**src/rtl/pulse_sync_tx_hs.sv**
```systemverilog
// rtl/pulse_sync_tx_hs.sv - multi-channel pulse-to-toggle launcher with req/ack handshake
//
// Purpose:
//   Each single-cycle pulse on a channel flips that channel's request toggle.
//   The channel then waits until the returned ack toggle, synchronised into
//   clk, matches the request before it launches again. Pulses that arrive
//   while a handshake is in flight are queued in a per-channel pending counter.
//
// Optional feature macro: PULSE_SYNC_TIMEOUT_EN
//   When defined, a per-channel watchdog abandons a handshake after
//   TIMEOUT_CYC cycles in WAIT_ACK and flags it on to_err.
//
// Ports:
//   clk       in   source-domain clock
//   rst_n     in   asynchronous active-low reset
//   pulse_in  in   [CH_NUM]        single-cycle event per channel
//   req_tgl   out  [CH_NUM]        registered request toggle to the far domain
//   ack_tgl   in   [CH_NUM]        ack toggle from the far domain (asynchronous)
//   busy      out  [CH_NUM]        channel in WAIT_ACK or pending count > 0
//   pend_cnt  out  [CH_NUM*CNT_W]  pending count, channel i at [i*CNT_W +: CNT_W]
//   ovf       out  [CH_NUM]        sticky overflow, a pulse was dropped
//   ovf_clr   in   clear all sticky error bits
//   to_err    out  [CH_NUM]        sticky handshake timeout (macro builds only)

module pulse_sync_tx_hs #(
    parameter int CH_NUM      = 4,
    parameter int SYNC_STAGES = 2,
    parameter int CNT_W       = 4,
    parameter int TIMEOUT_CYC = 1024
) (
    input  logic                    clk,
    input  logic                    rst_n,
    input  logic [CH_NUM-1:0]       pulse_in,
    output logic [CH_NUM-1:0]       req_tgl,
    input  logic [CH_NUM-1:0]       ack_tgl,
    output logic [CH_NUM-1:0]       busy,
    output logic [CH_NUM*CNT_W-1:0] pend_cnt,
    output logic [CH_NUM-1:0]       ovf,
    input  logic                    ovf_clr
`ifdef PULSE_SYNC_TIMEOUT_EN
    ,
    output logic [CH_NUM-1:0]       to_err
`endif
);

    typedef enum logic {
        IDLE     = 1'b0,
        WAIT_ACK = 1'b1
    } state_e;

    localparam logic [CNT_W-1:0] PEND_MAX = '1;

    // Ack synchroniser: raw ack_tgl is only ever sampled by sync_q[0]
    logic [CH_NUM-1:0] sync_q [SYNC_STAGES];
    logic [CH_NUM-1:0] ack_s;

    state_e            state_q [CH_NUM];
    state_e            state_d [CH_NUM];
    logic [CNT_W-1:0]  pend_q  [CH_NUM];
    logic [CNT_W-1:0]  pend_d  [CH_NUM];
    logic [CH_NUM-1:0] req_q;
    logic [CH_NUM-1:0] req_d;
    logic [CH_NUM-1:0] ovf_q;
    logic [CH_NUM-1:0] ovf_d;
    logic [CH_NUM-1:0] ovf_set;

`ifdef PULSE_SYNC_TIMEOUT_EN
    localparam int WD_W = $clog2(TIMEOUT_CYC + 1);

    logic [WD_W-1:0]   wd_q [CH_NUM];
    logic [WD_W-1:0]   wd_d [CH_NUM];
    logic [CH_NUM-1:0] to_q;
    logic [CH_NUM-1:0] to_d;
    logic [CH_NUM-1:0] to_hit;
`else
    logic unused_timeout;
    assign unused_timeout = (TIMEOUT_CYC != 0);
`endif

    always_ff @(posedge clk or negedge rst_n) begin
        if (!rst_n) begin
            for (int s = 0; s < SYNC_STAGES; s++) begin
                sync_q[s] <= '0;
            end
        end else begin
            sync_q[0] <= ack_tgl;
            for (int s = 1; s < SYNC_STAGES; s++) begin
                sync_q[s] <= sync_q[s-1];
            end
        end
    end

    assign ack_s = sync_q[SYNC_STAGES-1];

    // Per-channel next-state logic
    always_comb begin
        req_d   = req_q;
        ovf_set = '0;
`ifdef PULSE_SYNC_TIMEOUT_EN
        to_hit  = '0;
`endif
        for (int i = 0; i < CH_NUM; i++) begin
            state_d[i] = state_q[i];
            pend_d[i]  = pend_q[i];
`ifdef PULSE_SYNC_TIMEOUT_EN
            wd_d[i]    = wd_q[i];
`endif
            case (state_q[i])
                IDLE: begin
                    if (pulse_in[i] || (pend_q[i] != '0)) begin
                        req_d[i]   = ~req_q[i];
                        state_d[i] = WAIT_ACK;
                        // A fresh pulse is launched directly; otherwise one
                        // queued pulse is consumed. With both, the count
                        // stays put (one consumed, one added).
                        if (!pulse_in[i]) begin
                            pend_d[i] = pend_q[i] - CNT_W'(1);
                        end
`ifdef PULSE_SYNC_TIMEOUT_EN
                        wd_d[i] = '0;
`endif
                    end
                end
                WAIT_ACK: begin
                    if (pulse_in[i]) begin
                        if (pend_q[i] == PEND_MAX) begin
                            ovf_set[i] = 1'b1;
                        end else begin
                            pend_d[i] = pend_q[i] + CNT_W'(1);
                        end
                    end
                    if (ack_s[i] == req_q[i]) begin
                        state_d[i] = IDLE;
                    end
`ifdef PULSE_SYNC_TIMEOUT_EN
                    else if (wd_q[i] == WD_W'(TIMEOUT_CYC - 1)) begin
                        // Abandon: realign the request with the returned ack
                        // so the next launch is a clean toggle.
                        req_d[i]   = ack_s[i];
                        state_d[i] = IDLE;
                        to_hit[i]  = 1'b1;
                    end else begin
                        wd_d[i] = wd_q[i] + WD_W'(1);
                    end
`endif
                end
            endcase
        end
    end

    // Set beats a same-cycle clear
    assign ovf_d = (ovf_q & ~{CH_NUM{ovf_clr}}) | ovf_set;
`ifdef PULSE_SYNC_TIMEOUT_EN
    assign to_d  = (to_q & ~{CH_NUM{ovf_clr}}) | to_hit;
`endif

    always_ff @(posedge clk or negedge rst_n) begin
        if (!rst_n) begin
            req_q <= '0;
            ovf_q <= '0;
            for (int i = 0; i < CH_NUM; i++) begin
                state_q[i] <= IDLE;
                pend_q[i]  <= '0;
            end
`ifdef PULSE_SYNC_TIMEOUT_EN
            to_q <= '0;
            for (int i = 0; i < CH_NUM; i++) begin
                wd_q[i] <= '0;
            end
`endif
        end else begin
            req_q <= req_d;
            ovf_q <= ovf_d;
            for (int i = 0; i < CH_NUM; i++) begin
                state_q[i] <= state_d[i];
                pend_q[i]  <= pend_d[i];
            end
`ifdef PULSE_SYNC_TIMEOUT_EN
            to_q <= to_d;
            for (int i = 0; i < CH_NUM; i++) begin
                wd_q[i] <= wd_d[i];
            end
`endif
        end
    end

    // busy depends on registered state and count only, never on raw ack
    always_comb begin
        busy     = '0;
        pend_cnt = '0;
        for (int i = 0; i < CH_NUM; i++) begin
            busy[i]                    = (state_q[i] == WAIT_ACK) || (pend_q[i] != '0);
            pend_cnt[i*CNT_W +: CNT_W] = pend_q[i];
        end
    end

    assign req_tgl = req_q;
    assign ovf     = ovf_q;
`ifdef PULSE_SYNC_TIMEOUT_EN
    assign to_err  = to_q;
`endif

endmodule

```
**config.mk**
```make
export PLATFORM = sky130hd
export DESIGN_NAME = pulse_sync_tx_hs
export DESIGN_NICKNAME = d
export VERILOG_FILES = /design/src/rtl/pulse_sync_tx_hs.sv
export SDC_FILE = /design/constraint.sdc
export NUM_CORES = 1
export LEC_CHECK = 0
export CORE_AREA = 8 8 73 75
export CTS_CLUSTER_DIAMETER = 150
export DETAILED_ROUTE_END_ITERATION = 8
export DIE_AREA = 0 0 81 83
export HOLD_SLACK_MARGIN = 0.12
export PLACE_DENSITY = 0.73
export SLEW_MARGIN = 10
export SYNTH_ARGS = -nofsm -noshare
export SYNTH_HDL_FRONTEND = slang
export SYNTH_SLANG_ARGS = --single-unit
```
**constraint.sdc**
```tcl
create_clock -name clk -period 1.61 [get_ports clk]
set_input_delay 0.322 -clock clk [delete_from_list [all_inputs] [get_ports clk]]
set_output_delay 0.322 -clock clk [all_outputs]
set_load 0.005 [all_outputs]
```
After elaboration in Yosys (flattened, before gate mapping)
Cells that the tools add are included.
{"block": "op_classes", "add_sub_neg": 8, "n_eq_ne": 24, "muxes": 44, "n_bitwise": 11, "n_reduce_logical": 20}
{"cell": "$mux W4", "n": 16}
{"cell": "$ne A2 B2 Y1 const B", "n": 16}
{"cell": "$pmux W4 S2", "n": 4}
{"cell": "$mux W1", "n": 20}
{"cell": "$add A4 B1 Y4 const B", "n": 4}
{"cell": "$eq A4 B4 Y1 const B", "n": 4}
{"cell": "$reduce_and A4 Y1", "n": 4}
{"cell": "$reduce_bool A4 Y1", "n": 4}
{"cell": "$sub A4 B1 Y4 const B", "n": 4}
{"cell": "$logic_or A1 B1 Y1", "n": 8}
{"cell": "$not A1 Y1", "n": 8}
{"cell": "$pmux W1 S2", "n": 4}
{"cell": "$reduce_and A2 Y1", "n": 4}
{"cell": "$and A4 B4 Y4", "n": 1}
{"cell": "$eq A1 B1 Y1", "n": 4}
{"cell": "$not A4 Y4", "n": 1}
{"cell": "$or A4 B4 Y4", "n": 1}
{"block": "word_totals", "register_bits": 36, "input_bits": 11, "output_inout_bits": 28, "wordCells": 122}

Depth between registers and ports, before layout
{"block": "logic_depth", "ltp_word": 5, "ltp_mapped": 6, "mapped_depth_nobuf": 6}

Worst setup path before layout
OpenSTA, ideal clock, no wires.
{"block": "synth_timing", "kind": "reg-to-reg", "from": "register state_q[1] in the netlist's numbering", "to": "register pend_q (netlist bit pend_cnt[11])", "setup_time_ns": 0.080, "arrival_time_ns": 1.490, "t_required_ns": 1.530, "slack_ns": 0.040, "path_stages_with_launch": 7, "n_path_buf": 0, "period_less_slack_ns": 1.570, "cell_sequence": "dfrtp_1 inv_1 ha_1 a21o_2 a21oi_1 mux2i_1 xnor2_1"}
{"block": "synth_via", "elab_chain_len": 3, "word_cells_on_any_way": 7, "cone_classes": "eq/ne (4); mux (1); bitwise (1); reduce/logical (1)"}
{"element": "start, declared", "line_no": "57", "source": "state_e state_q [CH_NUM];"}
{"element": "start signal, assigned by index", "line_no": "175", "source": "state_q[i] <= state_d[i];"}
{"element": "$not A1 Y1 (no line)"}
{"element": "$ne A2 B2 Y1 (no line)"}
{"element": "$reduce_and A4 Y1 (no line)"}
{"element": "end signal, assigned by index", "line_no": "176", "source": "pend_q[i] <= pend_d[i];"}
{"element": "end, declared", "line_no": "59", "source": "logic [CNT_W-1:0] pend_q [CH_NUM];"}
Parallel ways exist; a longest one is shown, timed or not.
A chain may end at the register's enable or synchronous reset.

Final worst setup path
{"block": "layout_timing", "from": "register pend_q (netlist bit pend_cnt[5])", "to": "register pend_q (netlist bit pend_cnt[6])"}
{"block": "layout_via", "elab_chain_len": 4, "word_cells_on_any_way": 13, "cone_classes": "add/sub (2); eq/ne (3); mux (5); reduce/logical (3)"}
{"element": "$add A4 B1 Y4 (tied with other cells)", "line_no": "129", "source": "pend_d[i] = pend_q[i] + CNT_W'(1);"}
{"element": "$mux W4 (tied with other cells)", "line_no": "126", "source": "if (pend_q[i] == PEND_MAX) begin"}
{"element": "$mux W4 (tied with other cells)", "line_no": "125", "source": "if (pulse_in[i]) begin"}
{"element": "$pmux W4 S2 / $reduce_and A4 Y1 (equally long branches)"}
Parallel ways exist; a longest one is shown, timed or not. The select of a mux whose other input is x is not followed.

==> results <==
- The mean cell area of the mapped netlist is 12.7 sq um.
- The tool flagged a number of max-cap violations equal to 0.
- In the layout the commonest cells are buf_4 (46), dfrtp_1 (30), clkdlybuf4s50_1 (20), xnor2_1 (16), buf_6 (12).
- For this configuration, the core starts out at a cell density of 0.435.
- The post-synth net total is 167.
- Detailed routing inserted a total of 1530 vias.
- On the final layout, the worst clock skew is 0.00544 ns.
- The critical path in this run is classified as reg2reg.
- The upper clock frequency limit is 623 MHz.
- The required time of the worst setup path is 1.78 ns.
- The wire length of the first global-routing pass is 7560 um.
- The final worst-path setup slack is 0.00363 ns.
- The boundary pin count is 39.
- Data on the critical path arrives at its endpoint at 1.78 ns.
- The clock insertion delay at the later pin of the skew report is 0.29 ns.
- Setup repair after global routing could not meet its margin everywhere.
- The final wirelength is 4940 um.
- During synthesis, Yosys emitted a total of 0 warnings.
- The final net count is 274.
- The die width is 81 um.
- The area growth from synthesis to layout is 68.9%.
- The remaining antenna violation count is 0.
- The worst register-to-register path has a depth of 5.
- The worst register-to-register path begins at pend_cnt[5]$_DFFE_PN0P_.
- The final antenna diode count is 0.
- After detailed routing, the average wire length per cell comes to 16.2 um.
- In this run the most critical hold path is launched from sync_q[6]$_DFF_PN0_.
- The gate count of the mapped netlist is 144.
- STA classifies the critical path endpoint as a register.
- The capture endpoint of the worst hold path is ack_s[2]$_DFF_PN0_.
- The area of the mapped netlist is 1830 sq um.
- The total power density per cell area is 2220 nW/um^2.
- The flow ran to the end, and the final reports show no timing, DRC or antenna violations.
- In this run, synthesis inferred 0 flip-flops with an integrated enable.
- The number of pins exceeding their max-slew limit in the final report is 0.
- The setup slack on the worst flop-to-flop path is 0.004 ns.
- The most common cell after layout, fill and taps aside is buf_4.
- The worst register-to-register path ends at pend_cnt[6]$_DFFE_PN0P_.
- The synthesized design contains 36 register bits.
- In this run the worst hold path is classified as reg2reg.
- Setup total negative slack on the finished layout was measured at 0 ns.
- Measured on the finished design, the core utilization comes to 0.734.
- For this run, the total global-route usage over all layers was measured as 0.140.
- No sink is reached through more buffers than the 2 on the longest clock path.
- The worst hold path passes through 0 cells.
- At the placement stage, the worst setup path has a slack of -0.137 ns.
- The overall power consumption is 6.85 mW.
- The floorplan has 24 rows.
- For the pin with the worst max-slew slack, the measured transition is 0.402 ns.
- The final estimated routing congestion in global placement is 0.823.
- The relative slew slack is 0.732.
- In the routed design, unresolved DRC markers number 0.
- The number of detailed-routing iterations run before antenna repair is 4.
- The clock slew seen by the registers of the worst setup and hold paths is 0.06 ns.
- After floorplanning, the core was sized to cover 4200 sq um.
- The clock sink count is 36.
- In this run, the number of DRC markers left after iteration 0 of detailed routing was 26.
- The fraction of final layout cells sized beyond drive strength 1 is 0.496.
- By area the synthesized netlist is led by dfrtp_1 (49%), xnor2_1 (7.7%), ha_1 (5.5%).
- The initial antenna violation count is 0.
- The worst-case IR drop observed on VDD is 0.00115 V.
- During placement, the flow inserted port buffers numbering 38.
- The leakage power summed over all cells is 1.40 nW.
- The library cell used as clock root buffer is clkbuf_8.
- The number of clock buffers added by TritonCTS is 5.
- The biggest area contributor in the post-synthesis netlist is dfrtp_1.
- Subtracting the final worst setup slack from the clock period gives 1.61 ns.
- TritonCTS built the clock tree.
- The dominant synthesized flop cell is dfrtp_1.
- The share of synthesized flip-flops with an asynchronous set or reset is 1.00.
- The share of the Yosys chip area taken by registers is 0.493.
- The share of synthesized area in the top cell type comes to 0.493.
- The total count of hold-check failures in the final report is 0.
- In this run the worst path has a maximum fanout of 3.
- The number of filler cells placed in the layout is 279.
- In this run, distinct cell masters in the synthesized netlist total 21.
- The sum of net half-perimeters after detailed placement is 3230 um.
- The startpoint class of the critical path is a register.
- The H-tree generated during clock tree synthesis spans 2 levels.
- The via count normalized by instance count is 5.03.
- The floorplan step set the die height to 83 um.
- Setup violations remaining at the end of the flow were counted as 0.
- The pin count of the biggest net entering global routing is 21.
- Global routing finished with a remaining overflow of 0.
- The full die area is 6720 sq um.
- The number of global-route vias before repair is 1596.
- Dividing the final minimum period by the clock period gives 0.998.
per-layer routing:
| metal | vias up | track usage | wire (um) |
|---|---|---|---|
| li1 | 723 | - | - |
| met5 | - | 0 | 0 |
| met1 | 762 | 0.157 | 1930 |
| met2 | 37 | 0.242 | 2650 |
| met4 | 0 | 0.0390 | 84 |
| met3 | 8 | 0.0485 | 274 |
cell usage after synthesis, types with 8 or more instances:
master	instances
a21oi_1	8
inv_1	8
ha_1	8
xnor2_1	16
mux2_1	8
dfrtp_1	36
nand2_1	8
flip-flops by register name, indices dropped and copies added (netlist names):
signal	flops
pend_cnt	16
state_q	4
ack_s	4
req_tgl	4
ovf	4
sync_q	4
final cells by class:
class	instances	area, sq um	share of cell area
Inverter	8	30.0	0.00973
Tap cell	52	65.1	0.0211
Multi-Input combinational cell	100	1090	0.352
Sequential cell	36	908	0.294
Timing Repair Buffer	100	906	0.293
Clock buffer	8	90.1	0.0292
worst max path at each step:
stage | start | end
final | pend_cnt[5]$_DFFE_PN0P_ | pend_cnt[6]$_DFFE_PN0P_
after global routing | pend_cnt[12]$_DFFE_PN0P_ | busy[3]
after CTS | pend_cnt[7]$_DFFE_PN0P_ | pend_cnt[6]$_DFFE_PN0P_
after detailed placement | pulse_in[1] | pend_cnt[5]$_DFFE_PN0P_
after global placement | pulse_in[2] | pend_cnt[9]$_DFFE_PN0P_
after floorplan | state_q[1]$_DFF_PN0_ | pend_cnt[11]$_DFFE_PN0P_
power by group:
| part | switching, mW | internal [mW] | leakage (nW) |
|---|---|---|---|
| Clock | 0.300 | 0.348 | 0.0455 |
| Combinational | 1.82 | 2.70 | 0.933 |
| Sequential | 0.384 | 1.29 | 0.419 |
| Total | 2.51 | 4.34 | 1.40 |
stage by stage:
step                      cell area, sq um  hold slack (ns)  instances
final                                 3090            0.353        304
after global placement                2570            0.265        273
after floorplan                       1830           0.0264        144
after detailed placement              2570            0.270        273
after CTS                             2830            0.356        298
after global routing                  3090            0.363        304
logic make-up after synthesis:
family,Yosys count,synth area share
buffers and inverters,8,0.0164
xor gates and xnor gates,20,0.0958
DFF,36,0.493
muxes,12,0.0712
adders and majority gates,12,0.0986
AOI/OAI and AO/OA,20,0.0719
and+or+nand+nor,36,0.153
critical path, stage by stage, from the launching register on:
cell and delay (ns):
dfrtp_1 0.43, buf_6 0.15, buf_4 0.15, fa_2 0.35, xor2_1 0.14, mux2_4 0.26
repair_timing:
item / 4_1_cts / 5_1_grt
hold buffers: 1 / 0
pin swaps: 18 / 26
resized for setup: 41 / 41
endpoints found under the hold margin: 16 / 0
setup endpoints to repair: 20 / 26
setup buffers: 16 / 12
Power figures use the tool's default switching activity.
